### config.mk
export PLATFORM = sky130hd
export DESIGN_NAME = pc_sequencer_flat
export DESIGN_NICKNAME = d
export VERILOG_FILES = /design/src/rtl/pc_sequencer_if.sv /design/src/rtl/pc_sequencer.sv /design/src/flat_wrapper.sv
export SDC_FILE = /design/constraint.sdc
export NUM_CORES = 1
export LEC_CHECK = 0
export CAP_MARGIN = 5
export CORE_MARGIN = 10
export CORE_UTILIZATION = 42
export CTS_BUF_LIST = sky130_fd_sc_hd__clkbuf_8
export DETAILED_ROUTE_END_ITERATION = 12
export HOLD_SLACK_MARGIN = 0.02
export MAX_ROUTING_LAYER = met4
export PLACE_DENSITY = 0.79
export SETUP_SLACK_MARGIN = 0.3
export SLEW_MARGIN = 10
export SYNTH_ARGS = -nofsm -noshare
export SYNTH_HDL_FRONTEND = slang
export SYNTH_SLANG_ARGS = --single-unit
### constraint.sdc
create_clock -name clock -period 1.9 [get_ports clock]
set_input_delay 0.19 -clock clock [delete_from_list [all_inputs] [get_ports clock]]
set_output_delay 0.19 -clock clock [all_outputs]
set_load 0.05 [all_outputs]
### src/rtl/pc_sequencer_if.sv
`default_nettype none
// ============================================================================
// Module      : pc_sequencer_if
// Description : Fetch request handshake between the PC sequencer (master) and
//               the instruction memory (slave).
//                 fetchValid : request valid, driven by the sequencer
//                 fetchReady : request accepted, driven by instruction memory
//                 fetchPc    : request address, driven by the sequencer
// Revision    : 1.0 - initial release
// ============================================================================
interface pc_sequencer_if #(
    parameter int ADDR_WIDTH = 32
);
    logic                  fetchValid;
    logic                  fetchReady;
    logic [ADDR_WIDTH-1:0] fetchPc;

    modport master (
        output fetchValid,
        output fetchPc,
        input  fetchReady
    );

    modport slave (
        input  fetchValid,
        input  fetchPc,
        output fetchReady
    );
endinterface
`default_nettype wire

### src/rtl/pc_sequencer.sv
`default_nettype none
// ============================================================================
// Module      : pc_sequencer
// Description : Program-counter sequencer for the instruction-fetch stage.
//               Issues fetch requests only while all execution units are
//               empty, blocks fetch in the shadow of a decoded branch until it
//               resolves, and honours a commit-time redirect above all else.
//               Keeps stall / fetch performance counters.
// Ports       : clock, reset      - clock, async active-high reset
//               unitEmpty         - per-unit empty flags gating fetch
//               opValid/operatorType - decoded opcode (branch detection)
//               fetch (master)    - fetchValid / fetchReady / fetchPc
//               decodePulse       - one-cycle pulse after each accepted fetch
//               branchResolve/branchTaken/branchTarget - branch outcome
//               pcChange/changeData - commit redirect
//               branchPending     - high while waiting for a branch
//               stallCount        - saturating count of non-fire cycles
//               fetchCount        - wrapping count of accepted fetches
// Revision    : 1.0 - initial release
// ============================================================================
module pc_sequencer #(
    parameter int                    ADDR_WIDTH = 32,
    parameter logic [ADDR_WIDTH-1:0] RESET_PC   = '0,
    parameter int                    PC_STEP    = 1,
    parameter int                    NUM_UNITS  = 5,
    parameter logic [6:0]            BRANCH_OP  = 7'b1100011,
    parameter int                    CNT_WIDTH  = 16
) (
    input  logic                  clock,
    input  logic                  reset,
    input  logic [NUM_UNITS-1:0]  unitEmpty,
    input  logic                  opValid,
    input  logic [6:0]            operatorType,
    pc_sequencer_if.master        fetch,
    output logic                  decodePulse,
    input  logic                  branchResolve,
    input  logic                  branchTaken,
    input  logic [ADDR_WIDTH-1:0] branchTarget,
    input  logic                  pcChange,
    input  logic [ADDR_WIDTH-1:0] changeData,
    output logic                  branchPending,
    output logic [CNT_WIDTH-1:0]  stallCount,
    output logic [CNT_WIDTH-1:0]  fetchCount
);

    typedef enum logic [1:0] {
        ST_IDLE    = 2'd0,
        ST_RUN     = 2'd1,
        ST_BR_WAIT = 2'd2
    } state_t;

    localparam logic [ADDR_WIDTH-1:0] c_pc_step  = ADDR_WIDTH'(PC_STEP);
    localparam logic [CNT_WIDTH-1:0]  c_cnt_one  = CNT_WIDTH'(1);
    localparam logic [CNT_WIDTH-1:0]  c_cnt_max  = '1;

    state_t                r_state;
    state_t                w_next_state;
    logic [ADDR_WIDTH-1:0] r_pc;
    logic [ADDR_WIDTH-1:0] w_next_pc;
    logic [CNT_WIDTH-1:0]  r_stall;
    logic [CNT_WIDTH-1:0]  r_fcnt;
    logic                  r_decode;

    logic w_all_empty;
    logic w_is_branch;
    logic w_fetch_valid;
    logic w_fire;

    assign w_all_empty   = &unitEmpty;
    assign w_is_branch   = opValid && (operatorType == BRANCH_OP);
    // A branch or redirect seen this cycle suppresses the request at once so
    // that no instruction from the wrong path is fetched.
    assign w_fetch_valid = (r_state == ST_RUN) && w_all_empty && !w_is_branch && !pcChange;
    assign w_fire        = w_fetch_valid && fetch.fetchReady;

    assign fetch.fetchValid = w_fetch_valid;
    assign fetch.fetchPc    = r_pc;
    assign decodePulse      = r_decode;
    assign branchPending    = (r_state == ST_BR_WAIT);
    assign stallCount       = r_stall;
    assign fetchCount       = r_fcnt;

    // Next-state and next-pc; the redirect wins over everything else.
    always_comb begin
        w_next_state = r_state;
        w_next_pc    = r_pc;
        if (pcChange) begin
            w_next_state = ST_RUN;
            w_next_pc    = changeData;
        end else begin
            case (r_state)
                ST_IDLE: begin
                    w_next_state = ST_RUN;
                end
                ST_RUN: begin
                    if (w_is_branch) begin
                        w_next_state = ST_BR_WAIT;
                    end else if (w_fire) begin
                        w_next_pc = r_pc + c_pc_step;
                    end
                end
                ST_BR_WAIT: begin
                    if (branchResolve) begin
                        w_next_state = ST_RUN;
                        if (branchTaken) begin
                            w_next_pc = branchTarget;
                        end
                    end
                end
                default: begin
                    w_next_state = ST_IDLE;
                end
            endcase
        end
    end

    always_ff @(posedge clock or posedge reset) begin
        if (reset) begin
            r_state <= ST_IDLE;
            r_pc    <= RESET_PC;
        end else begin
            r_state <= w_next_state;
            r_pc    <= w_next_pc;
        end
    end

    always_ff @(posedge clock or posedge reset) begin
        if (reset) begin
            r_stall  <= '0;
            r_fcnt   <= '0;
            r_decode <= 1'b0;
        end else begin
            r_decode <= w_fire;
            if (w_fire) begin
                r_fcnt <= r_fcnt + c_cnt_one;
            end
            // Saturate rather than wrap so a long stall stays visible.
            if ((r_state != ST_IDLE) && !w_fire && (r_stall != c_cnt_max)) begin
                r_stall <= r_stall + c_cnt_one;
            end
        end
    end

endmodule
`default_nettype wire
### src/flat_wrapper.sv
// flat-port wrapper written by rule: the top's interface ports become plain ports
module pc_sequencer_flat 
#(
    parameter int                    ADDR_WIDTH = 32,
    parameter logic [ADDR_WIDTH-1:0] RESET_PC   = '0,
    parameter int                    PC_STEP    = 1,
    parameter int                    NUM_UNITS  = 5,
    parameter logic [6:0]            BRANCH_OP  = 7'b1100011,
    parameter int                    CNT_WIDTH  = 16
)
  (clock, reset, unitEmpty, opValid, operatorType, decodePulse, branchResolve, branchTaken, branchTarget, pcChange, changeData, branchPending, stallCount, fetchCount, fetch_fetchValid, fetch_fetchPc, fetch_fetchReady);
  pc_sequencer_if #(.ADDR_WIDTH(ADDR_WIDTH)) fetch_i ();
  input  logic clock;
  input  logic reset;
  input  logic [NUM_UNITS-1:0] unitEmpty;
  input  logic opValid;
  input  logic [6:0] operatorType;
  output logic decodePulse;
  input  logic branchResolve;
  input  logic branchTaken;
  input  logic [ADDR_WIDTH-1:0] branchTarget;
  input  logic pcChange;
  input  logic [ADDR_WIDTH-1:0] changeData;
  output logic branchPending;
  output logic [CNT_WIDTH-1:0] stallCount;
  output logic [CNT_WIDTH-1:0] fetchCount;
  output wire logic [$bits(fetch_i.fetchValid)-1:0] fetch_fetchValid;
  output wire logic [$bits(fetch_i.fetchPc)-1:0] fetch_fetchPc;
  input wire logic [$bits(fetch_i.fetchReady)-1:0] fetch_fetchReady;
  assign fetch_fetchValid = fetch_i.fetchValid;
  assign fetch_fetchPc = fetch_i.fetchPc;
  assign fetch_i.fetchReady = fetch_fetchReady;
  pc_sequencer #(.ADDR_WIDTH(ADDR_WIDTH), .RESET_PC(RESET_PC), .PC_STEP(PC_STEP), .NUM_UNITS(NUM_UNITS), .BRANCH_OP(BRANCH_OP), .CNT_WIDTH(CNT_WIDTH)) u_core (.clock(clock), .reset(reset), .unitEmpty(unitEmpty), .opValid(opValid), .operatorType(operatorType), .fetch(fetch_i), .decodePulse(decodePulse), .branchResolve(branchResolve), .branchTaken(branchTaken), .branchTarget(branchTarget), .pcChange(pcChange), .changeData(changeData), .branchPending(branchPending), .stallCount(stallCount), .fetchCount(fetchCount));
endmodule
==> results.toml <==
[critical_path]
cp-start-kind = "register"
crit_fanout = 8
criticalPathCategory = "register to register"
required_ns = 2.14
r2r_slack_ns = 0.008
cp_data_arrival_time_ns = 2.14
end_kind = "register"

[sta]
report.final.setup_viol = 0
skew_ns = 0.01312
hold_viol_final = 0
worst_slack_ns = 0.008360
period_share_pct = 99.56
fmax_ghz = 0.5286
tightest_slew_ns = 0.6160
slew_violations = 0
relSlewSlack_pct = 58.94
fin_crit_ns = 1.892
rsz0062_at_grt = "true"

[drt]
wl_per_cell_um = 20.08
wl_mm = 16.34
drt-vias-per-instance = 5.833
drt_iter0_drc = 420
drc = 0
vias = 4748
ant_nets = 0
dr.pass1.iters = 5

[die]
floorplan.rows = 36
io_pins = 150
dieWidth_um = 119.2
die_y_um = 119.2
dieArea_um2 = 14200
coreArea_um2 = 9684
initial_core_util_pct = 42.66

[logic_synthesis]
yosysTopAreaCellShare_pct = 40.58
ys_types = 66
syn_area_um2 = 4131
ys_seq_elements = 67
synth_cells = 468
synth_ff_type = "dfrtp_1"
yosys.area.top_type = "dfrtp_1"
synth_top_family_by_area = "simple AND/OR/NAND/NOR gates"
synth_compound_area_share_pct = 20.68
synth_area_leaders = "dfrtp_1 (41%), nor2_1 (4.6%), nand2_1 (4.5%)"
yosys_warnings = 0
ys_seq_area_share_pct = 40.58
yosys.area_share.simple_pct = 25.80
syn-num-nets = 554
synth_edf_count = 0
ys_async_sr_fraction_pct = 100.0
synthXorXnorAreaFrac_pct = 7.208
synthAdderAreaFrac_pct = 0.9085
avgSynthCellArea_um2 = 8.828
synthMuxAreaShare_pct = 0.5451

[final_layout]
final_common_cell = "clkdlybuf4s50_1"
drive_gt1_share_pct = 35.39
stdcell_area_um2 = 7186
finalNetCount = 762
area_growth_pct = 73.92
multi_input_comb_area_um2 = 2830
layout_common_cells = "clkdlybuf4s50_1 (79), dlygate4sd2_1 (56), buf_4 (49)"
register_area_um2 = 1733
filler_cell_count = 702
num_antenna_cells = 0

[pwr]
cellPowerDensity_nw_per_um2 = 703.4
cellLeakagePower_nw = 3.031
ir_drop_mv = 0.4461
finalPower_mw = 5.055

[placement]
gp_congestion = 0.8486
port_buffers = 149
postPlaceCellArea_um2 = 6330
dp_hpwl_mm = 11.18
dpl_worst_slack_ns = -0.5234

[min_path]
min_path_type = "input port to asynchronous set/reset pin"

[grt]
grt_overflow = 0
grt_usage_pct = 21.98
grt_max_degree = 49
grt_pass1_wl_mm = 24.98
antenna_found_initial = 0
grt_pass1_vias = 4849

[clocking]
ctsHtreeMaxLevel = 3
cts-buffers-inserted = 9
clk_latency_ns = 0.36
clk_pin_slew_ns = 0.08
root_buffer = "clkbuf_8"
clockBufferDepth = 2
postCtsHoldBufs = 0
cts_tree = "yes"
cts.sinks = 67

[status]
status = "finished clean"

[job]
maxCapViolations = 0
==> cell type report <==
| class | count | area share (%) |
|---|---|---|
| Multi-Input combinational cell | 361 | 39.39 |
| Timing Repair Buffer | 222 | 30.82 |
| Sequential cell | 67 | 24.12 |
| Tap cell | 133 | 2.316 |
| Clock buffer | 10 | 1.915 |
| Inverter | 15 | 0.9751 |
| Clock inverter | 6 | 0.4701 |
==> what timing repair did <==
item | 4_1_cts | 5_1_grt
endpoints found under the setup margin | 129 | 73
setup buffers | 19 | 12
pin swaps | 27 | 17
gates resized for setup | 118 | 50
cloned | 3 | 1
==> metal layers <==
layer / global-route usage [%] / routed length, um / vias up
met5: - / 0 / -
met4: 6.794 / 308 / 0
met3: 4.960 / 1050 / 31
met2: 36.24 / 8040 / 220
met1: 26.18 / 6946 / 2327
li1: - / - / 2170
==> report_power, final <==
group          switching (mW)  internal, mW  leakage, nW
sequential              0.291          1.64        0.794
combinational            1.28         0.767         2.15
clock                   0.586         0.498       0.0892
total                    2.15          2.90         3.03
==> registers in the layout, summed over array words and instances (netlist names) <==
name	count
u_core.fetch.fetchPc	32
u_core.decodePulse	1
u_core.fetchCount	16
u_core.stallCount	16
u_core.r_state	2
==> stage by stage <==
| step | hold WS, ns | cells | setup TNS [ns] | util, % |
|---|---|---|---|---|
| floorplan | 0.3266 | 468 | -0.02156 | - |
| global placement | 0.4608 | 763 | -17.43 | 65.36 |
| detailed placement | 0.4666 | 763 | -19.95 | 65.36 |
| CTS | 0.2441 | 801 | 0 | 71.23 |
| global route | 0.2514 | 814 | -0.2231 | 74.20 |
| finish | 0.2436 | 814 | 0 | 74.20 |
==> worst paths after layout <==
check | endpoint | from | cells after the start
max | u_core.fetch.fetchPc[27]$_DFFE_PP0P_ | u_core.r_state[1]$_DFFE_PP0P_ | 8
min | u_core.fetchCount[10]$_DFFE_PP0P_ | reset | 2
max reg2reg | u_core.fetch.fetchPc[27]$_DFFE_PP0P_ | u_core.r_state[1]$_DFFE_PP0P_ | 8
min reg2reg | u_core.fetchCount[15]$_DFFE_PP0P_ | u_core.fetchCount[15]$_DFFE_PP0P_ | 1
max in group asynchronous | u_core.fetch.fetchPc[5]$_DFFE_PP0P_ | reset | 3
min in group clock | u_core.r_state[1]$_DFFE_PP0P_ | pcChange | 3
==> worst max-delay path: stages, from the launching register on <==
cell and delay [ns]:
dfrtp_1 0.40, nand4b_4 0.19, a2111oi_4 0.31, buf_4 0.19, a311oi_4 0.05, buf_12 0.17
buf_12 0.14, a22o_1 0.18, a21o_1 0.15
==> Yosys cell counts, types with 5 or more instances <==
| library cell | n |
|---|---|
| a211oi_1 | 9 |
| a21oi_1 | 32 |
| a221oi_1 | 5 |
| a31oi_1 | 8 |
| and3_1 | 6 |
| and4_1 | 7 |
| buf_1 | 5 |
| buf_2 | 6 |
| clkbuf_1 | 10 |
| dfrtp_1 | 67 |
| inv_1 | 12 |
| nand2_1 | 49 |
| nand3_1 | 20 |
| nand4_1 | 23 |
| nor2_1 | 51 |
| nor3_1 | 14 |
| o21ai_0 | 11 |
| o21ai_1 | 12 |
| xnor2_1 | 17 |
| xor2_1 | 17 |
==> logic make-up (layout without fill, tap and decap cells) <==
| family | count (synthesis) | count (layout) |
|---|---|---|
| compound gates | 123 | 123 |
| xor+xnor | 34 | 34 |
| fa+ha+maj | 3 | 3 |
| buf+inv | 40 | 253 |
| flops | 67 | 67 |
| mux | 2 | 2 |
| simple gates | 199 | 199 |
No activity file was read; power rests on OpenSTA's default activity.
